File: config.mk
export PLATFORM = sky130hd
export DESIGN_NAME = nfc_pi_read_sequencer
export DESIGN_NICKNAME = d
export VERILOG_FILES = /design/src/rtl/nfc_pi_pkg.sv /design/src/rtl/nfc_pi_beat_counter.sv /design/src/rtl/nfc_pi_read_sequencer.sv
export SDC_FILE = /design/constraint.sdc
export NUM_CORES = 1
export LEC_CHECK = 0
export CORE_ASPECT_RATIO = 0.75
export CORE_MARGIN = 2
export CORE_UTILIZATION = 40
export DETAILED_ROUTE_END_ITERATION = 6
export HOLD_SLACK_MARGIN = 0.12
export PLACE_DENSITY = 0.66
export SLEW_MARGIN = 30
export SYNTH_ARGS = -nofsm -noshare
export SYNTH_HDL_FRONTEND = slang
export SYNTH_SLANG_ARGS = --single-unit
export TNS_END_PERCENT = 1
File: constraint.sdc
create_clock -name iSystemClock -period 3.49 [get_ports iSystemClock]
set_clock_uncertainty 0.2 [all_clocks]
set_input_delay 0.698 -clock iSystemClock [delete_from_list [all_inputs] [get_ports iSystemClock]]
set_output_delay 0.698 -clock iSystemClock [all_outputs]
set_load 0.05 [all_outputs]
File: src/rtl/nfc_pi_pkg.sv
// Shared definitions for the NFC physical-input read sequencer: FSM state
// codes, RE/ALE drive patterns, capture pipeline depth and small helpers.
package nfc_pi_pkg;

    // FSM state codes, kept as plain constants for legacy tool flows
    typedef logic [2:0] state_t;
    localparam state_t ST_IDLE   = 3'd0;
    localparam state_t ST_BUFRST = 3'd1;
    localparam state_t ST_PRE    = 3'd2;
    localparam state_t ST_BURST  = 3'd3;
    localparam state_t ST_POST   = 3'd4;
    localparam state_t ST_DRAIN  = 3'd5;
    localparam state_t ST_DONE   = 3'd6;

    // Per-quarter RE levels handed to the physical output block
    localparam logic [3:0] RE_IDLE   = 4'b1111;
    localparam logic [3:0] RE_LOW    = 4'b0000;
    localparam logic [3:0] RE_TOGGLE = 4'b0011;

    // Capture qualifier while the write window is open
    localparam logic [3:0] ALE_CAPTURE = 4'b0001;

    // Cycles the physical input datapath needs to push captured data through
    localparam int CAPTURE_LATENCY = 5;

    // Two bytes per beat, odd byte counts round up to a whole beat
    function automatic logic [15:0] beatsFromBytes(input logic [15:0] bytes);
        logic [16:0] sum;
        sum = {1'b0, bytes} + 17'd1;
        return sum[16:1];
    endfunction

    function automatic int maxInt(input int a, input int b);
        return (a > b) ? a : b;
    endfunction

endpackage

File: src/rtl/nfc_pi_beat_counter.sv
// Saturating event counter with a synchronous clear and a comparison of the
// value it will hold after this edge against a target. Used both for the
// drained-beat count and for the drain watchdog.
module nfc_pi_beat_counter #(
    parameter int WIDTH = 16
) (
    input  logic             clk_i,
    input  logic             rst_ni,
    input  logic             clear_i,
    input  logic             inc_i,
    input  logic [WIDTH-1:0] target_i,
    output logic [WIDTH-1:0] count_o,
    output logic             reach_o
);

    logic [WIDTH-1:0] count_q;
    logic [WIDTH-1:0] count_d;

    // Clear wins over increment; the count sticks at all-ones instead of wrapping
    always_comb begin
        count_d = count_q;
        if (clear_i) begin
            count_d = '0;
        end else if (inc_i && (count_q != '1)) begin
            count_d = count_q + 1'b1;
        end
    end

    // Counter register
    always_ff @(posedge clk_i or negedge rst_ni) begin
        if (!rst_ni) begin
            count_q <= '0;
        end else begin
            count_q <= count_d;
        end
    end

    assign count_o = count_q;
    assign reach_o = (count_d == target_i);

endmodule

File: src/rtl/nfc_pi_read_sequencer.sv
// Sequences one NAND DDR data-output burst: resets the capture FIFO, drives
// the RE preamble/toggle/postamble, opens the capture write window and then
// watches the stream drain until the last beat.
// Optional feature macro: NFC_PI_READ_TIMEOUT_EN adds a drain watchdog that
// aborts a stalled drain with an error, a FIFO reset pulse and completion.
module nfc_pi_read_sequencer
    import nfc_pi_pkg::*;
#(
    parameter int BUF_RST_CYCLES = 4,
    parameter int PRE_CYCLES     = 3,
    parameter int POST_CYCLES    = 2,
    parameter int TIMEOUT_CYCLES = 1024
) (
    input  logic        iSystemClock,
    input  logic        iModuleReset,
    input  logic        iCmdValid,
    output logic        oCmdReady,
    input  logic [15:0] iCmdByteCount,
    output logic        oPI_BufferReset,
    output logic        oPI_Buff_WE,
    output logic [3:0]  oAddressLatchEnable,
    output logic [3:0]  oPO_ReadEnable,
    input  logic        iPI_DelayReady,
    input  logic        iPI_Buff_Valid,
    input  logic        iPI_Buff_Ready,
    input  logic        iPI_Buff_Last,
    output logic        oBusy,
    output logic        oDone,
    output logic        oError,
    output logic [15:0] oBeatCount
);

    // POST must last long enough for the capture pipeline to flush
    localparam int POST_TOTAL = maxInt(POST_CYCLES, CAPTURE_LATENCY);

    state_t      state_q, state_d;
    logic [15:0] cnt_q, cnt_d;
    logic [15:0] beats_q;
    logic        odd_q;
    logic        bufRst_q, bufRst_d;
    logic [3:0]  re_q, re_d;
    logic        we_q, we_d;
    logic        done_q, done_d;
    logic        err_q, err_d;

    logic        accept;
    logic        handshake;
    logic        countEnable;
    logic        beatReach;
    logic [15:0] beatCount;

    assign oCmdReady   = iModuleReset && (state_q == ST_IDLE) && iPI_DelayReady;
    assign accept      = iCmdValid && oCmdReady;
    assign handshake   = iPI_Buff_Valid && iPI_Buff_Ready;
    assign countEnable = handshake && ((state_q == ST_BURST) ||
                                       (state_q == ST_POST)  ||
                                       (state_q == ST_DRAIN));

    nfc_pi_beat_counter #(.WIDTH(16)) u_beatCounter (
        .clk_i    (iSystemClock),
        .rst_ni   (iModuleReset),
        .clear_i  (accept),
        .inc_i    (countEnable),
        .target_i (beats_q),
        .count_o  (beatCount),
        .reach_o  (beatReach)
    );

`ifdef NFC_PI_READ_TIMEOUT_EN
    logic        timedOut_q, timedOut_d;
    logic [15:0] wdCount;
    logic        wdReach;
    logic        timeoutHit;

    nfc_pi_beat_counter #(.WIDTH(16)) u_watchdog (
        .clk_i    (iSystemClock),
        .rst_ni   (iModuleReset),
        .clear_i  ((state_q != ST_DRAIN) || handshake),
        .inc_i    ((state_q == ST_DRAIN) && !handshake),
        .target_i (16'(TIMEOUT_CYCLES)),
        .count_o  (wdCount),
        .reach_o  (wdReach)
    );

    assign timeoutHit = (state_q == ST_DRAIN) && !handshake && wdReach;
`endif

    // Phase sequencing: each timed phase counts its own cycles in cnt
    always_comb begin
        state_d = state_q;
        cnt_d   = cnt_q;
`ifdef NFC_PI_READ_TIMEOUT_EN
        timedOut_d = timedOut_q;
`endif
        case (state_q)
            ST_IDLE: begin
                if (accept) begin
                    state_d = ST_BUFRST;
                    cnt_d   = '0;
`ifdef NFC_PI_READ_TIMEOUT_EN
                    timedOut_d = 1'b0;
`endif
                end
            end
            ST_BUFRST: begin
                if (cnt_q == 16'(BUF_RST_CYCLES - 1)) begin
                    cnt_d = '0;
`ifdef NFC_PI_READ_TIMEOUT_EN
                    state_d = timedOut_q ? ST_DONE : ST_PRE;
`else
                    state_d = ST_PRE;
`endif
                end else begin
                    cnt_d = cnt_q + 16'd1;
                end
            end
            ST_PRE: begin
                if (cnt_q == 16'(PRE_CYCLES - 1)) begin
                    cnt_d   = '0;
                    state_d = (beats_q == '0) ? ST_POST : ST_BURST;
                end else begin
                    cnt_d = cnt_q + 16'd1;
                end
            end
            ST_BURST: begin
                if (cnt_q == beats_q - 16'd1) begin
                    cnt_d   = '0;
                    state_d = ST_POST;
                end else begin
                    cnt_d = cnt_q + 16'd1;
                end
            end
            ST_POST: begin
                if (cnt_q == 16'(POST_TOTAL - 1)) begin
                    cnt_d   = '0;
                    state_d = ST_DRAIN;
                end else begin
                    cnt_d = cnt_q + 16'd1;
                end
            end
            ST_DRAIN: begin
                if (handshake && iPI_Buff_Last) begin
                    state_d = ST_DONE;
                end
`ifdef NFC_PI_READ_TIMEOUT_EN
                else if (timeoutHit) begin
                    state_d    = ST_BUFRST;
                    cnt_d      = '0;
                    timedOut_d = 1'b1;
                end
`endif
            end
            ST_DONE: begin
                state_d = ST_IDLE;
            end
            default: begin
                state_d = ST_IDLE;
                cnt_d   = '0;
            end
        endcase
    end

    // Output drive decoded from the upcoming phase so the pins line up with the state
    always_comb begin
        bufRst_d = (state_d == ST_BUFRST);
        done_d   = (state_d == ST_DONE);
        we_d     = (state_d == ST_BURST) ||
                   ((state_d == ST_POST) && (cnt_d < 16'(CAPTURE_LATENCY)));
        re_d     = RE_IDLE;
        if (state_d == ST_PRE) begin
            re_d = RE_LOW;
        end else if (state_d == ST_BURST) begin
            re_d = RE_TOGGLE;
        end
    end

    // Sticky error: cleared by a new command, judged when the burst completes
    always_comb begin
        err_d = err_q;
        if (accept) begin
            err_d = 1'b0;
        end
`ifdef NFC_PI_READ_TIMEOUT_EN
        if (timeoutHit) begin
            err_d = 1'b1;
        end
`endif
        if ((state_d == ST_DONE) && (state_q != ST_DONE)) begin
            err_d = err_q | ~beatReach | odd_q;
        end
    end

    // State, command latch and registered outputs; reset holds the FIFO in reset
    always_ff @(posedge iSystemClock or negedge iModuleReset) begin
        if (!iModuleReset) begin
            state_q  <= ST_IDLE;
            cnt_q    <= '0;
            beats_q  <= '0;
            odd_q    <= 1'b0;
            bufRst_q <= 1'b1;
            re_q     <= RE_IDLE;
            we_q     <= 1'b0;
            done_q   <= 1'b0;
            err_q    <= 1'b0;
        end else begin
            state_q  <= state_d;
            cnt_q    <= cnt_d;
            bufRst_q <= bufRst_d;
            re_q     <= re_d;
            we_q     <= we_d;
            done_q   <= done_d;
            err_q    <= err_d;
            if (accept) begin
                beats_q <= beatsFromBytes(iCmdByteCount);
                odd_q   <= iCmdByteCount[0];
            end
        end
    end

`ifdef NFC_PI_READ_TIMEOUT_EN
    // Remembers that the current FIFO reset hold is the timeout abort path
    always_ff @(posedge iSystemClock or negedge iModuleReset) begin
        if (!iModuleReset) begin
            timedOut_q <= 1'b0;
        end else begin
            timedOut_q <= timedOut_d;
        end
    end
`endif

    assign oPI_BufferReset     = bufRst_q;
    assign oPO_ReadEnable      = re_q;
    assign oPI_Buff_WE         = we_q;
    assign oAddressLatchEnable = we_q ? ALE_CAPTURE : 4'b0000;
    assign oBusy               = (state_q != ST_IDLE);
    assign oDone               = done_q;
    assign oError              = err_q;
    assign oBeatCount          = beatCount;

endmodule
; Yosys cells after proc, flatten, opt, wreduce, memory -nomap -nowiden
; Index checks and enable logic that the tools add are counted.
[word_totals]
register_bits = 60
input_bits = 23
wordCells = 74
output_inout_bits = 30
[op_classes]
bitwise = 3
n_addsub = 4
n_mux = 21
n_eq_ne = 18
order_cmp = 1
reduce_logical = 17
[ops]
columns = cell, count
row1 = 16-bit 2-to-1 mux, 7
row2 = 16-bit case mux with 6 select lines, 1
row3 = 16-bit by 1-bit adder with 16-bit output (second input constant), 2
row4 = 16-bit == test, 2
row5 = 16-bit by 2-bit == test with 1-bit output (second input constant), 2
row6 = 3-bit 2-to-1 mux, 7
row7 = 3-bit case mux with 6 select lines, 1
row8 = 16-bit by 1-bit adder with 17-bit output (second input constant), 1
row9 = 16-bit by 3-bit == test with 1-bit output (second input constant), 1
row10 = 16-bit zero test, 1
row11 = 16-bit by 3-bit less-than comparator with 1-bit output (second input constant), 1
row12 = 16-bit inequality test (second input constant), 1
row13 = 16-bit by 1-bit subtractor with 16-bit output (second input constant), 1
row14 = 3-bit == test (second input constant), 5
row15 = 3-bit by 2-bit == test with 1-bit output (second input constant), 4
row16 = 1-bit logical AND, 9
row17 = 4-bit 2-to-1 mux, 2
row18 = 3-bit by 1-bit == test with 1-bit output (second input constant), 2
row19 = 3-bit zero test, 1
row20 = 1-bit logical OR, 3
row21 = 1-bit 2-to-1 mux, 3
row22 = 3-bit inequality test (second input constant), 1
row23 = 3-bit nonzero test, 1
row24 = 1-bit bitwise OR, 2
row25 = other kinds (3), 3

; Logic depth before layout (Yosys ltp)
; Gate-level depths: netlist of the first run.
[depth]
depth_word = 12
ltp_mapped = 16
depth_no_buf = 12

; By module
; Synthesis of the first run repeated with hierarchy kept, for this count alone.
[hier_totals]
cells_unflattened = 544
area_unflattened_um2 = 4498.1
[by_module_without_submodules]
columns = mod, seq_area_each_um2, cells_per_inst, instances, area_each_um2
row1 = nfc_pi_read_sequencer, 1054.8, 388, 1, 3131.8
row2 = nfc_pi_beat_counter, 400.4, 156, 1, 1366.3

; Worst setup path before layout of the first run
; No wires, ideal clock.
[synth_timing]
kind = reg-to-reg
start = register u_beatCounter.count_q[0] (netlist: u_beatCounter.count_o[0])
end = register err_q (netlist: oError)
setup_ns = 0.152
stages_incl_launch_ff = 13
slack_ns = -0.238
path_buffers = 1
t_required_ns = 3.138
synth_period_minus_slack_ns = 3.728
arrival_ns = 3.376
path_cell_list = dfrtp_1 > ha_1 > nand3_1 > or3_1 > o21ai_1 > clkbuf_1 > xor2_1 > nor2_1 > xnor2_1 > o2111ai_1 > a2111o_1 > a2111oi_0 > a41oi_1
[synth_via]
elab_chain_cells = 9
elab_cells_between_ends = 10
cone_classes = add/sub (1) / eq/ne (2) / mux (3) / bitwise (3) / reduce/logical (1)
[synth_rtl]
columns = element, line
row1 = from (decl), nfc_pi_beat_counter.sv:16  ; logic [WIDTH-1:0] count_q;
row2 = from (signal assigned), nfc_pi_beat_counter.sv:34  ; count_q <= count_d;
row3 = "parallel branches: the longest is 2 deep, another holds 16-bit by 1-bit adder with 16-bit output", n/a
row4 = 16-bit 2-to-1 mux (*), nfc_pi_beat_counter.sv:24  ; end else if (inc_i && (count_q != '1)) begin
row5 = 16-bit 2-to-1 mux (*), nfc_pi_beat_counter.sv:22  ; if (clear_i) begin
row6 = named net u_beatCounter.count_d[0], nfc_pi_beat_counter.sv:17  ; logic [WIDTH-1:0] count_d;
row7 = 16-bit == test (*), nfc_pi_beat_counter.sv:39  ; assign reach_o = (count_d == target_i);
row8 = 1-bit inverter (*), nfc_pi_read_sequencer.sv:189  ; err_d = err_q | ~beatReach | odd_q;
row9 = 1-bit bitwise OR (*) (2 in series), nfc_pi_read_sequencer.sv:189
row10 = 1-bit 2-to-1 mux (*), nfc_pi_read_sequencer.sv:188  ; if ((state_d == ST_DONE) && (state_q != ST_DONE)) begin
row11 = to (signal assigned), nfc_pi_read_sequencer.sv:212  ; err_q <= err_d;
row12 = to (decl), nfc_pi_read_sequencer.sv:44  ; logic err_q, err_d;
; Mark *: on every way through the listed nets, which the timed path passes.
; A chain may end at the register's enable or synchronous reset.

; Worst setup path in the final report of the first run
[layout_timing]
start = register beats_q[5]
end = register we_q (netlist: oPI_Buff_WE)
[layout_via]
elab_chain_cells = 7
elab_cells_between_ends = 14
cone_classes = add/sub (1) / order compare (1) / eq/ne (3) / mux (6) / reduce/logical (3)
[layout_rtl]
columns = element, line
row1 = from (decl), nfc_pi_read_sequencer.sv:38  ; logic [15:0] beats_q;
row2 = from (signal assigned), nfc_pi_read_sequencer.sv:214  ; beats_q <= beatsFromBytes(iCmdByteCount);
row3 = 16-bit by 1-bit subtractor with 16-bit output, nfc_pi_read_sequencer.sv:126  ; if (cnt_q == beats_q - 16'd1) begin
row4 = 16-bit == test, nfc_pi_read_sequencer.sv:126
row5 = 16-bit 2-to-1 mux, nfc_pi_read_sequencer.sv:126
row6 = 16-bit case mux with 6 select lines, nfc_pi_read_sequencer.sv:95  ; case (state_q)
row7 = named net cnt_d[5], nfc_pi_read_sequencer.sv:37  ; logic [15:0] cnt_q, cnt_d;
row8 = 16-bit by 3-bit less-than comparator with 1-bit output, nfc_pi_read_sequencer.sv:168  ; ((state_d == ST_POST) && (cnt_d < 16'(CAPTURE_LATENCY)));
row9 = 1-bit logical AND, nfc_pi_read_sequencer.sv:168
row10 = 1-bit logical OR, nfc_pi_read_sequencer.sv:167  ; we_d = (state_d == ST_BURST) ||
row11 = named net we_d, nfc_pi_read_sequencer.sv:42  ; logic we_q, we_d;
row12 = to (signal assigned), nfc_pi_read_sequencer.sv:210  ; we_q <= we_d;
row13 = to (decl), nfc_pi_read_sequencer.sv:42
; The timed path passes the listed nets, and every way through them passes these cells.

==> metrics.md, run 1 <==
| Metric | Value |
|---|---|
| Critical path depth | 11 |
| Initial Util | 40.74% |
| I/O pins | 53 |
| Fmax | 272.1 MHz |
| Die height | 92.31 um |
| Sequential cell fraction of total power | 38.4% |
| H-tree depth | 3 |
| Pins Over Slew Limit | 0 |
| Hold Path Class | reg -> reg |
| Total grt overflow | 0 |
| CP required | 3.53 ns |
| Number of synthesized flops with an enable pin | 0 |
| Port bufs | 49 |
| Yosys warns | 0 |
| Reg2reg end | oPI_Buff_WE$_DFF_PN0_ |
| Cell row count | 32 |
| Pwr Density | 354.8 nW/um^2 |
| Antenna diode count | 0 |
| CTS tree | built |
| Number of global-route vias before repair | 3950 |
| Worst-Skew Late Latency | 0.33 ns |
| Worst path max stage delay | 0.54 ns |
| Final WL | 11.93 mm |
| Critical-path top delay cell | or4_4 |
| Delay-heaviest family, CP | simple AND/OR/NAND/NOR gates |
| Num CTS Buffers | 9 |
| Routed via count | 4070 |
| Main synth FF type | dfrtp_1 |
| Min Clock Period, post-route | 3.676 ns |
| Worst hold path depth | 2 |
| Setup crit end | oPI_Buff_WE$_DFF_PN0_ |
| GRT Total Usage | 23.02% |
| Avg Cell Area, Syn | 8.171 um^2 |
| Switching share of total power | 29.08% |
| Largest net degree at the start of global routing | 59 |
| Synth unique cells | 62 |
| Startpoint Class | register |
| #FFs+latches synth | 58 |
| Mapped Cells | 509 |
| Fin nets | 638 |
| Critical path class | reg -> reg |
| DRT iter0 DRCs | 365 |
| Slew margin rel. | 49.62% |
| Drt first pass iters | 5 |
| Async SR Flop Fraction | 100.0% |
| CP endpoint kind | register |
| WP data arrival | 3.72 ns |
| Global placer's final weighted congestion | 0.8821 |
| Final setup violation count | 1 |
| DP Area | 5186 um^2 |
| First-pass GRT wire length | 20.11 mm |
| Outcome | finished, violations left |
| Residual DRC | 0 |
| R2R cell count | 11 |
| Critical path launch point | beats_q[5]$_DFFE_PN0P_ |
| CP Max Fanout | 5 |
| Max Cap Viol | 0 |
| FF-to-FF setup slack | -0.19 ns |
| Core region area | 10210 um^2 |
| Routed vias/inst | 5.427 |
| Setup slack after layout | -0.1858 ns |
| Layout cells sized above 1 | 18.08% |
| R2r startpoint | beats_q[5]$_DFFE_PN0P_ |
| Final Core Density | 54.39% |
| Cell area after synthesis | 4159 um^2 |
| Clock Path Buffers | 2 |
| Die footprint | 11240 um^2 |
| Leakage | 0.002413 uW |
| RSZ-0062 raised after global routing | true |
| Clock root cell | clkbuf_16 |
| Post-DR wirelength/cell | 15.91 um |
| Net Sw Power | 573.0 uW |
| Register area share after synthesis | 34.99% |
| Cell breakdown of the critical path | nor4_4 > nand4_1 > or4b_1 > a32o_2 > a311o_1 > o21ai_4 > buf_12 > a31oi_1 > o31a_1 > or4_4 > o31ai_2 |
| Finished Cell Area | 5553 um^2 |
| Worst vdd ir | 0.1816 mV |
| CTS hold repair buffers | 0 |
| Crit share post-route | 105.3% |
| Internal power | 1397 uW |
| Combinational share of power | 20.9% |
| CP bufs+invs | 1 |
| Die X-Extent | 121.7 um |
| P&R area growth vs syn | 33.51% |
| Failing checks | setup timing |
| Initial antenna violation count | 0 |
| DRT antenna net count | 0 |
| Least-Margin Pin Slew | 0.7557 ns |
| Clock power share | 40.6% |
| Fin. Hold Viols | 0 |
| Hpwl dp | 9.121 mm |
| Sink Count | 58 |
| Clock-pin slew on the worst setup and hold paths | 0.05 ns |
-- sequential cells by signal, indices dropped and copies added (netlist names) --
name	cells
beats_q	16
cnt_q	16
oDone	1
oError	1
oPI_Buff_WE	1
oPI_BufferReset	1
oPO_ReadEnable	2
odd_q	1
state_q	3
u_beatCounter.count_o	16
-- cells in the final DEF, fill, tap and decap left out, types with 8 or more instances in the layout --
| master | instances |
|---|---|
| a21o_1 | 9 |
| and3_1 | 10 |
| clkbuf_16 | 9 |
| xnor2_1 | 29 |
| nor2_1 | 45 |
| clkdlybuf4s50_1 | 47 |
| inv_1 | 17 |
| nand3_1 | 28 |
| nor3_1 | 23 |
| nor4_1 | 8 |
| o21ai_0 | 33 |
| nand4_1 | 9 |
| a21oi_1 | 16 |
| xor2_1 | 32 |
| dfrtp_1 | 53 |
| buf_4 | 74 |
| nand2_1 | 58 |
-- area by class of cell --
class | count | area (um^2)
Fill cell | 967 | 4657
Tap cell | 136 | 170.2
Timing Repair Buffer | 125 | 1082
Multi-Input combinational cell | 398 | 2507
Clock buffer | 16 | 271.5
Inverter | 17 | 63.81
Sequential cell | 58 | 1458
-- cell families after synthesis --
family / Yosys count / synth area share, %
adder cells (fa/ha/maj): 6 / 1.805
flip-flops: 58 / 34.99
AO/OA/AOI/OAI: 106 / 17.15
multiplexers: 3 / 0.7221
AND/OR/NAND/NOR: 219 / 26.29
buffers and inverters: 55 / 6.107
XOR/XNOR: 61 / 12.85
other: 1 / 0.09017
-- power groups by stage --
stage	logic [uW]	clock network, uW	registers, uW
5_1_grt	447	864	761
2_1_floorplan	141	0	868
6_report	413	801	757
4_1_cts	415	824	755
3_5_place_dp	413	0	765
3_3_place_gp	408	0	763
-- worst min-delay path by stage --
stage	startpoint	end	slack, ns
floorplan	iModuleReset	beats_q[0]$_DFFE_PN0P_	0.20
global placement	odd_q$_DFFE_PN0P_	odd_q$_DFFE_PN0P_	0.28
detailed placement	odd_q$_DFFE_PN0P_	odd_q$_DFFE_PN0P_	0.28
CTS	odd_q$_DFFE_PN0P_	odd_q$_DFFE_PN0P_	0.30
global route	odd_q$_DFFE_PN0P_	odd_q$_DFFE_PN0P_	0.33
finish	odd_q$_DFFE_PN0P_	odd_q$_DFFE_PN0P_	0.29
-- worst reg2reg max path, cell delays in order, from the launching register on --
cell and delay, ns:
dfrtp_1 0.41, nor4_4 0.29, nand4_1 0.17, or4b_1 0.51, a32o_2 0.29, a311o_1 0.38
o21ai_4 0.17, buf_12 0.14, a31oi_1 0.04, o31a_1 0.26, or4_4 0.55, o31ai_2 0.19
-- layer usage --
metal	track usage [%]	up-vias	part of all wire (%)
li1	-	1988	-
met1	33.59	1952	49
met3	5.480	8	6.6
met5	0	-	0
met2	34.17	122	43
met4	5.843	0	0.88
-- what timing repair did --
| action | CTS | global route |
|---|---|---|
| resized for setup | 3 | 11 |
| setup endpoints to repair | 1 | 3 |
| pin swaps | 2 | 8 |
| buffers inserted | 3 | 1 |
-- stage by stage --
stage	total power, uW	std cells	setup TNS [ns]	setup slack (ns)	hold slack (ns)
after global routing	2071	750	-0.2765	-0.2641	0.3287
after floorplan	1009	511	-0.2645	-0.1759	0.2024
final	1970	750	-0.1858	-0.1858	0.2941
after global placement	1171	730	-0.3352	-0.2094	0.2762
after detailed placement	1178	730	-0.5113	-0.3165	0.2835
after CTS	1993	749	-0.1511	-0.1511	0.2962
-- Yosys cell counts, types with 2 or more instances --
cell type | n | area (um^2)
a2111o_1 | 2 | 22.52
a2111oi_0 | 2 | 17.52
a211oi_1 | 2 | 15.01
a21o_1 | 9 | 67.56
a21oi_1 | 18 | 90.09
a311o_1 | 2 | 20.02
a31oi_1 | 4 | 25.02
a41oi_1 | 3 | 26.28
and2_1 | 3 | 18.77
and3_1 | 10 | 62.56
and4_1 | 2 | 17.52
buf_2 | 5 | 25.02
buf_4 | 7 | 52.55
buf_6 | 2 | 22.52
clkbuf_1 | 23 | 86.33
dfrtp_1 | 55 | 1376
dfstp_2 | 3 | 78.83
ha_1 | 6 | 75.07
inv_1 | 17 | 63.81
mux2i_1 | 3 | 30.03
nand2_1 | 58 | 217.7
nand2b_1 | 4 | 25.02
nand3_1 | 28 | 140.1
nand3b_1 | 5 | 37.54
nand4_1 | 9 | 56.30
nand4b_1 | 2 | 17.52
nor2_1 | 45 | 168.9
nor2b_1 | 3 | 18.77
nor3_1 | 24 | 120.1
nor3b_1 | 3 | 22.52
nor4_1 | 8 | 50.05
o2111ai_1 | 5 | 43.79
o211ai_1 | 2 | 15.01
o21ai_0 | 34 | 170.2
o21bai_1 | 2 | 15.01
o31a_1 | 2 | 17.52
o31ai_1 | 7 | 52.55
or2_2 | 2 | 12.51
or3_1 | 5 | 31.28
or4_1 | 2 | 15.01
xnor2_1 | 29 | 254.0
xor2_1 | 32 | 280.3
Power figures use the tool's default switching activity.
==> inputs of run 2 (changes only) <==
- CTS_BUF_LIST: not set -> sky130_fd_sc_hd__clkbuf_4 sky130_fd_sc_hd__clkbuf_8 sky130_fd_sc_hd__clkbuf_16
- GPL_TIMING_DRIVEN: not set -> 0
==> run 2 against run 1 <==
Against the previous run: the flow still finishes with violations (setup timing); fmax decreased by 4.8%; setup slack got worse by 0.19 ns; largest power group unchanged; critical path depth unchanged; die area unchanged; non-clock buffer count decreased by 27; first-iteration DRC count decreased by 6.8%; clock power increased by 6.1%; largest cell class unchanged; register-to-register slack got worse by 0.19 ns; total power increased by 1.2%; critical path type unchanged; sequential power decreased by 0.7%.
==> metrics.md, run 2 (synthesis results as in run 1) <==
| Metric | Value |
|---|---|
| Leakage | 0.002222 uW (was 0.002413 uW) |
| Global placer's final weighted congestion | 0.9047 (was 0.8821) |
| Clock Path Buffers | 2 (unchanged) |
| Critical-path top delay cell | or4_4 (unchanged) |
| Final WL | 12.02 mm (was 11.93 mm) |
| Die footprint | 11240 um^2 (unchanged) |
| CTS tree | built (unchanged) |
| Fmax | 258.9 MHz (was 272.1 MHz) |
| R2r startpoint | beats_q[3]$_DFFE_PN0P_ (was beats_q[5]$_DFFE_PN0P_) |
| Routed vias/inst | 5.576 (was 5.427) |
| Crit share post-route | 110.7% (was 105.3%) |
| Critical path launch point | beats_q[3]$_DFFE_PN0P_ (was beats_q[5]$_DFFE_PN0P_) |
| CP Max Fanout | 8 (was 5) |
| Filler cell count | 988 (was 967) |
| GRT Total Usage | 22.75% (was 23.02%) |
| Worst path max stage delay | 0.53 ns (was 0.54 ns) |
| Flip-flop and latch area | 1460 um^2 (was 1458 um^2) |
| Startpoint Class | register (unchanged) |
| Setup TNS | -0.5122 ns (was -0.1858 ns) |
| Min Clock Period, post-route | 3.863 ns (was 3.676 ns) |
| Setup slack after layout | -0.3726 ns (was -0.1858 ns) |
| Sink Count | 58 (unchanged) |
| Clock root cell | clkbuf_16 (unchanged) |
| Slew margin rel. | 53.28% (was 49.62%) |
| Critical path class | reg -> reg (unchanged) |
| Hold Path Class | in -> async (was reg -> reg) |
| Fin nets | 611 (was 638) |
| Routed via count | 4026 (was 4070) |
| Commonest non-fill, non-tap cell in the layout | nand2_1 (was buf_4) |
| R2R cell count | 11 (unchanged) |
| Core region area | 10210 um^2 (unchanged) |
| Total grt overflow | 0 (unchanged) |
| Die height | 92.31 um (unchanged) |
| Worst vdd ir | 0.2046 mV (was 0.1816 mV) |
| CP endpoint kind | register (unchanged) |
| Die X-Extent | 121.7 um (unchanged) |
| Layout cells sized above 1 | 11.95% (was 18.08%) |
| Failing checks | setup timing (unchanged) |
| Pins Over Slew Limit | 0 (unchanged) |
| Setup crit end | oPI_Buff_WE$_DFF_PN0_ (unchanged) |
| FF-to-FF setup slack | -0.37 ns (was -0.19 ns) |
| Hpwl dp | 8.911 mm (was 9.121 mm) |
| Power Total | 1995 uW (was 1970 uW) |
| Worst-Skew Late Latency | 0.33 ns (about the same) |
| Pwr Density | 377.3 nW/um^2 (was 354.8 nW/um^2) |
| I/O pins | 53 (unchanged) |
| Port bufs | 49 (unchanged) |
| Least-Margin Pin Slew | 0.7008 ns (was 0.7557 ns) |
| Initial Util | 40.74% (unchanged) |
| Post-DR wirelength/cell | 16.65 um (was 15.91 um) |
| Hold WS | 0.1338 ns (was 0.2941 ns) |
| Number of global-route vias before repair | 3777 (was 3950) |
| Largest net degree at the start of global routing | 39 (was 59) |
| Fin. Hold Viols | 0 (unchanged) |
| Max Cap Viol | 0 (unchanged) |
| Met2 routed wirelength | 5.152 mm (was 5.169 mm) |
| Initial antenna violation count | 0 (unchanged) |
| Clock-pin slew on the worst setup and hold paths | 0.05 ns (about the same) |
| DRT iter0 DRCs | 340 (was 365) |
| RSZ-0062 raised after global routing | true (unchanged) |
| Wire length on met1 | 6.002 mm (was 5.874 mm) |
| Most frequent cells in the layout | 58 x nand2_1, 51 x dfrtp_1, 48 x clkdlybuf4s50_1 (was 74 x buf_4, 58 x nand2_1, 53 x dfrtp_1) |
| CP required | 3.53 ns (about the same) |
| Residual DRC | 0 (unchanged) |
| Final setup violation count | 3 (was 1) |
| Num CTS Buffers | 9 (unchanged) |
| Multi-input gate area | 2512 um^2 (was 2507 um^2) |
| DR top layer | met4 (unchanged) |
| Drt first pass iters | 5 (unchanged) |
| Met3 wire len | 727 um (was 785 um) |
| First-pass GRT wire length | 19.80 mm (was 20.11 mm) |
| Outcome | finished, violations left (unchanged) |
| Reg2reg end | oPI_Buff_WE$_DFF_PN0_ (unchanged) |
| Final Core Density | 51.79% (was 54.39%) |
| H-tree depth | 3 (unchanged) |
| P&R area growth vs syn | 27.14% (was 33.51%) |
| Cell row count | 32 (unchanged) |
| WP data arrival | 3.90 ns (was 3.72 ns) |
| Antenna diode count | 0 (unchanged) |
| Cell breakdown of the critical path | buf_6 > nor4_4 > nand4_1 > or4b_4 > a32o_2 > a311o_1 > o21ai_4 > o21ai_0 > a21o_1 > or4_4 > o31ai_2 (was nor4_4 > nand4_1 > or4b_1 > a32o_2 > a311o_1 > o21ai_4 > buf_12 > a31oi_1 > o31a_1 > or4_4 > o31ai_2) |
| DRT antenna net count | 0 (unchanged) |
==> run 2: changes by cell type in the layout (fill, tap and decap cells not counted), sizes merged <==
cell	before	now
clkbuf	16	35
clkdlybuf4s50	47	48
clkinv	0	2
buf	78	28
==> run 2: timing repair <==
item                                    CTS  global route
hold buffers                              1             0
pin swaps                                 7             4
hold endpoints to repair                 19             0
cloned                                    1             0
gates resized for setup                  14             7
buffers inserted                          8             1
endpoints found under the setup margin   12             7
==> run 2: worst min-delay path by stage <==
| stage | to | slack [ns] | depth (start not counted) | from |
|---|---|---|---|---|
| finish | oPO_ReadEnable[2]$_DFF_PN1_ | 0.13 | 1 | iModuleReset |
| detailed placement | odd_q$_DFFE_PN0P_ | 0.28 | 2 | odd_q$_DFFE_PN0P_ |
| global route | oPO_ReadEnable[2]$_DFF_PN1_ | 0.13 | 1 | iModuleReset |
| floorplan | beats_q[0]$_DFFE_PN0P_ | 0.20 | 0 | iModuleReset |
| global placement | odd_q$_DFFE_PN0P_ | 0.28 | 2 | odd_q$_DFFE_PN0P_ |
| CTS | oPO_ReadEnable[2]$_DFF_PN1_ | 0.13 | 1 | iModuleReset |
==> run 2: metrics by stage <==
stage | cell area [um^2] | worst slack [ns] | cells
final | 5288 | -0.3726 | 722
after global routing | 5288 | -0.5152 | 722
after CTS | 5260 | -0.3745 | 721
after detailed placement | 4852 | -0.7526 | 697
after global placement | 4835 | -2.509 | 696
after floorplan | 4174 | -0.1759 | 511
==> run 2: area by class of cell <==
cell class	count	share of cell area, %
Timing Repair Buffer	61	11.15
Sequential cell	58	27.61
Clock buffer	13	5.301
Inverter	17	1.207
Tap cell	136	3.218
Buffer	37	3.810
Clock inverter	2	0.1893
Multi-Input combinational cell	398	47.52
==> run 2: routing by layer <==
metal / vias to the layer above / global-route usage, %
met1: 1938 / 34.78
met3: 11 / 4.865
li1: 1945 / -
met4: 0 / 5.460
met2: 132 / 32.40
met5: - / 0
==> run 2: worst max-delay path, delay by kind of cell, from the launching register on <==
family,cells,cell delay (ns)
buffers and inverters,1,0.14
AO/OA/AOI/OAI,6,1.50
AND/OR/NAND/NOR,4,1.56
flip-flops,1,0.37
==> run 2: where the power goes <==
part	internal, uW	switching, uW
Clock	551	299
Combinational	152	240
Sequential	708	43.9
Total	1410	584
==> inputs of run 3 (changes only) <==
- PLACE_DENSITY: 0.66 -> 0.64
- clock period: 3.49 -> 3.7 ns (I/O delays scaled with it)
==> run 3 against run 2 <==
Against the previous run: first-iteration DRC count up 42%; sequential share of layout area down 0.23 points; global-route usage about the same; highest routed layer unchanged; fmax up 0.49%; the flow still finishes with violations (setup timing).
==> metrics.md, run 3 (synthesis results as in run 1) <==
| Metric | Value |
|---|---|
| Outcome | finished, violations left (unchanged) |
| Failing checks | setup timing (unchanged) |
| Layout cells sized above 1 | 12.96% (was 11.95%) |
| Reg2reg end | oPI_Buff_WE$_DFF_PN0_ (unchanged) |
| Setup crit end | oPI_Buff_WE$_DFF_PN0_ (unchanged) |
| WP data arrival | 3.88 ns (was 3.90 ns) |
| Final Core Density | 52.27% (was 51.79%) |
| Worst-Skew Late Latency | 0.33 ns (about the same) |
| Pwr Density | 348.5 nW/um^2 (was 377.3 nW/um^2) |
| Max Cap Viol | 0 (unchanged) |
| R2r startpoint | beats_q[2]$_DFFE_PN0P_ (was beats_q[3]$_DFFE_PN0P_) |
| Global placer's final weighted congestion | 0.8699 (was 0.9047) |
| Sink Count | 58 (unchanged) |
| Die footprint | 11240 um^2 (unchanged) |
| Die X-Extent | 121.7 um (unchanged) |
| Least-Margin Pin Slew | 0.7110 ns (was 0.7008 ns) |
| Total grt overflow | 0 (unchanged) |
| CP Max Fanout | 6 (was 8) |
| Number of global-route vias before repair | 3779 (was 3777) |
| Drt first pass iters | 5 (unchanged) |
| Clock-pin slew on the worst setup and hold paths | 0.05 ns (about the same) |
| I/O pins | 53 (unchanged) |
| FF-to-FF setup slack | -0.14 ns (was -0.37 ns) |
| Crit share post-route | 103.9% (was 110.7%) |
| Initial antenna violation count | 0 (unchanged) |
| DRT antenna net count | 0 (unchanged) |
| Setup slack after layout | -0.1438 ns (was -0.3726 ns) |
| CTS tree | built (unchanged) |
| Commonest non-fill, non-tap cell in the layout | nand2_1 (unchanged) |
| CP endpoint kind | register (unchanged) |
| Hpwl dp | 8.808 mm (was 8.911 mm) |
| Min Clock Period, post-route | 3.844 ns (was 3.863 ns) |
| Port bufs | 49 (unchanged) |
| CP required | 3.74 ns (was 3.53 ns) |
| Startpoint Class | register (unchanged) |
| Cell row count | 32 (unchanged) |
| Routed vias/inst | 5.592 (was 5.576) |
| GRT Total Usage | 22.73% (was 22.75%) |
| Clock root cell | clkbuf_16 (unchanged) |
| Placed cells | 697 (unchanged) |
| Leakage | 0.002253 uW (was 0.002222 uW) |
| P&R area growth vs syn | 28.31% (was 27.14%) |
| Slew margin rel. | 52.60% (was 53.28%) |
| Clock Path Buffers | 2 (unchanged) |
| First-pass GRT wire length | 19.83 mm (was 19.80 mm) |
| CTS hold repair buffers | 0 (was 1) |
| Core region area | 10210 um^2 (unchanged) |
| Finished Layout Cells | 730 (was 722) |
| Fin. Hold Viols | 0 (unchanged) |
| Critical path class | reg -> reg (unchanged) |
| Final setup violation count | 1 (was 3) |
| Filler cell count | 960 (was 988) |
| Num CTS Buffers | 9 (unchanged) |
| Largest net degree at the start of global routing | 31 (was 39) |
| Critical path launch point | beats_q[2]$_DFFE_PN0P_ (was beats_q[3]$_DFFE_PN0P_) |
| Worst vdd ir | 0.2100 mV (was 0.2046 mV) |
| Residual DRC | 0 (unchanged) |
| Post-DR wirelength/cell | 16.59 um (was 16.65 um) |
| Initial Util | 40.74% (unchanged) |
| DP Worst Slack | -0.4553 ns (was -0.7526 ns) |
| RSZ-0062 raised after global routing | true (unchanged) |
| Final WL | 12.11 mm (was 12.02 mm) |
| R2R cell count | 13 (was 11) |
| Pins Over Slew Limit | 0 (unchanged) |
| Most frequent cells in the layout | 58 x nand2_1, 50 x dfrtp_1, 48 x clkdlybuf4s50_1 (was 58 x nand2_1, 51 x dfrtp_1, 48 x clkdlybuf4s50_1) |
| Antenna diode count | 0 (unchanged) |
| Fin nets | 618 (was 611) |
| Routed via count | 4082 (was 4026) |
| H-tree depth | 3 (unchanged) |
| DRT iter0 DRCs | 483 (was 340) |
| Fmax | 260.2 MHz (was 258.9 MHz) |
| Hold Path Class | in -> async (unchanged) |
| Die height | 92.31 um (unchanged) |
| Setup TNS | -0.1438 ns (was -0.5122 ns) |
[run 3: cell types whose count changed in the layout (fill, tap and decap cells not counted), moves of 2 or more]
cell | before | now
buf_2 | 5 | 3
clkbuf_8 | 4 | 1
buf_4 | 17 | 26
clkbuf_4 | 1 | 4
clkbuf_2 | 2 | 0
[run 3: what timing repair did]
item / CTS / global route
pin swaps: 13 / 6
setup endpoints to repair: 5 / 2
buffers inserted: 18 / 2
endpoints found under the hold margin: 0 / 0
cloned: 0 / 0
gates resized for setup: 17 / 9
[run 3: cell type report]
class	count	area (um^2)	share of cell area, %
multi-input combinational	398	2511	47.06
sequential	58	1461	27.39
timing repair buffer	70	665.6	12.47
clock buffer	13	261.5	4.900
buffer	35	187.7	3.517
tap	136	170.2	3.189
inverter	17	63.81	1.196
clock inverter	3	15.01	0.2814
[run 3: metal layers]
| layer | GRT usage, % | share of wire, % |
|---|---|---|
| met5 | 0 | 0 |
| met4 | 6.705 | 1.3 |
| met3 | 4.803 | 7.7 |
| met2 | 32.31 | 43 |
| met1 | 34.38 | 49 |
[run 3: worst min-delay path by stage]
stage	start	end
2_1_floorplan	iModuleReset	beats_q[0]$_DFFE_PN0P_
5_1_grt	iModuleReset	u_beatCounter.count_o[13]$_DFF_PN0_
3_5_place_dp	odd_q$_DFFE_PN0P_	odd_q$_DFFE_PN0P_
4_1_cts	iModuleReset	u_beatCounter.count_o[10]$_DFF_PN0_
3_3_place_gp	odd_q$_DFFE_PN0P_	odd_q$_DFFE_PN0P_
6_report	iModuleReset	u_beatCounter.count_o[10]$_DFF_PN0_
[run 3: worst max-delay path: stages, from the launching register on]
cell     delay (ns)
dfrtp_1        0.37
buf_6          0.13
nor4_4         0.35
nand4_1        0.16
or4b_1         0.48
a32o_2         0.29
a311o_1        0.35
o21ai_4        0.23
buf_6          0.16
buf_6          0.12
a21oi_2        0.03
a21o_1         0.16
or4_4          0.54
o31ai_2        0.18
[run 3: power by group]
group	leakage, uW	internal (uW)	switching (uW)
clock	0.000144	489	281
combinational	0.00138	145	233
sequential	0.000730	668	44.4
total	0.00225	1300	558
[run 3: stage by stage]
stage | hold slack (ns) | area (um^2) | total power, uW
2_1_floorplan | 0.2412 | 4169 | 951.3
3_5_place_dp | 0.2985 | 4847 | 1098
3_3_place_gp | 0.2880 | 4830 | 1085
6_report | 0.1385 | 5336 | 1860
5_1_grt | 0.1714 | 5336 | 1935
4_1_cts | 0.1583 | 5301 | 1876
==> RTL edit: new RTL, settings of run 1 <==
The option `NFC_PI_READ_TIMEOUT_EN` is turned on by a define.
--- a/src/rtl/nfc_pi_read_sequencer.sv
+++ b/src/rtl/nfc_pi_read_sequencer.sv
@@ -4,4 +4,6 @@
 // Optional feature macro: NFC_PI_READ_TIMEOUT_EN adds a drain watchdog that
 // aborts a stalled drain with an error, a FIFO reset pulse and completion.
+`define NFC_PI_READ_TIMEOUT_EN
+
 module nfc_pi_read_sequencer
     import nfc_pi_pkg::*;
Formal check against the unedited RTL: same outputs for any inputs over 10 cycles, from zero or initial values and one cycle with iModuleReset low; that may be too few to reach the edited logic, so the function may still have changed.
==> RTL edit against run 1 <==
Fmax up 7.6%. Routed wire length is 46% higher. Power grew to 2.7 times the old value. Clock power increased by 30%. Count of clock-buffer cells in the layout decreased by 4. Sequential share of layout area down 0.62 points. Cell area grew 32%. Synthesized cell count increased by 35%. Synthesized area rose by 38%. Sequential cell count increased by 17. Global-route usage increased by 0.32 points. Sequential power rose by 81%. Setup slack improved by 0.26 ns.
==> RTL edit: results <==
export IMPL_dr_wl_met2_um=6950
export IMPL_n_antenna_cell=0
export IMPL_sw_frac_of_total_pct=44.2
export IMPL_hpwl_um=13100
export IMPL_hold_path_class="in2async"
export IMPL_yosys_top_cells_count="74 x nor2_1, 72 x dfrtp_1, 64 x nand2_1"
export IMPL_r2r_start="beats_q[1]"
export IMPL_crit_arrival_ns=3.48
export IMPL_grt_pass1_wl_um=27800
export IMPL_fillers=1250
export IMPL_leakage_nw=3.10
export IMPL_worst_pin_slew_ns=0.591
export IMPL_synthMuxAreaShare_pct=0.875
export IMPL_synth_xor_area_share_pct=10.9
export IMPL_ys_seq_area_share_pct=32.9
export IMPL_gp_congestion=0.957
export IMPL_wl_met1_um=8480
export IMPL_r2r_slack_ns=0.07
export IMPL_nets=836
export IMPL_synth_area_leaders="dfrtp_1 32%, xnor2_1 6.0%, xor2_1 4.9%"
export IMPL_cp_slowest_cell="dfrtp_1"
export IMPL_grt_use_met2_pct=30.8
export IMPL_dr_wl_met3_um=1650
export IMPL_crit_start="beats_q[1]"
export IMPL_worstRegToRegCells=13
export IMPL_pwr_share_clk_pct=19.2
export IMPL_htree_num_levels=3
export IMPL_grt_max_degree=43
export IMPL_ir_worst_vdd_mv=0.305
export IMPL_outcome="complete, no violations"
export IMPL_p_seq_share_pct=25.5
export IMPL_critPathCapture="oError"
export IMPL_use_met3_pct=6.09
export IMPL_synth_top_family_by_area="simple AND/OR/NAND/NOR gates"
export IMPL_grt_use_met1_pct=36.1
export IMPL_synthAdderAreaFrac_pct=1.53
export IMPL_vias=5682
export IMPL_drt_wl_total_um=17400
export IMPL_post_cts_setup_buffers=0
export IMPL_grt_pass1_vias=5221
export IMPL_ys_warn_count=0
export IMPL_drive_above_1_share_pct=22.4
export IMPL_cpPeakStageDelay_ns=0.40
export IMPL_first_iter_violations=656
export IMPL_grt_total_usage_pct=23.3
export IMPL_synth_compound_area_share_pct=17.5
export IMPL_first_pass_iters=6
export IMPL_hold_slack_ns=0.287
export IMPL_synth_cell_types=85
export IMPL_worstSkewPairLatency_ns=0.35
RTL edit: changes by cell type after synthesis, moves of 7 or more:
cell / before / now
nor2_1: 45 / 74
dfrtp_1: 55 / 72
nand3_1: 28 / 39
nor2b_1: 3 / 13
xnor2_1: 29 / 39
nand4_1: 9 / 18
a211oi_1: 2 / 9
a21o_1: 9 / 2
inv_1: 17 / 24
RTL edit: stage by stage:
stage	utilization (%)	cell area (um2)	setup WS (ns)	power, W	cells
global placement	49.2	6810	-0.229	0.00403	959
floorplan	-	5730	0.0297	0.00322	691
detailed placement	49.2	6810	-0.256	0.00409	959
CTS	51.6	7150	0.0110	0.00516	975
finish	53.1	7350	0.0748	0.00539	986
global route	53.1	7350	-0.0538	0.00570	986
RTL edit: layout make-up:
class | instances | area share (%)
inverter | 24 | 1.23
timing repair buffer | 159 | 18.2
clock inverter | 4 | 0.987
clock buffer | 12 | 3.49
tap | 175 | 2.98
multi-input combinational | 537 | 47.5
sequential | 75 | 25.6
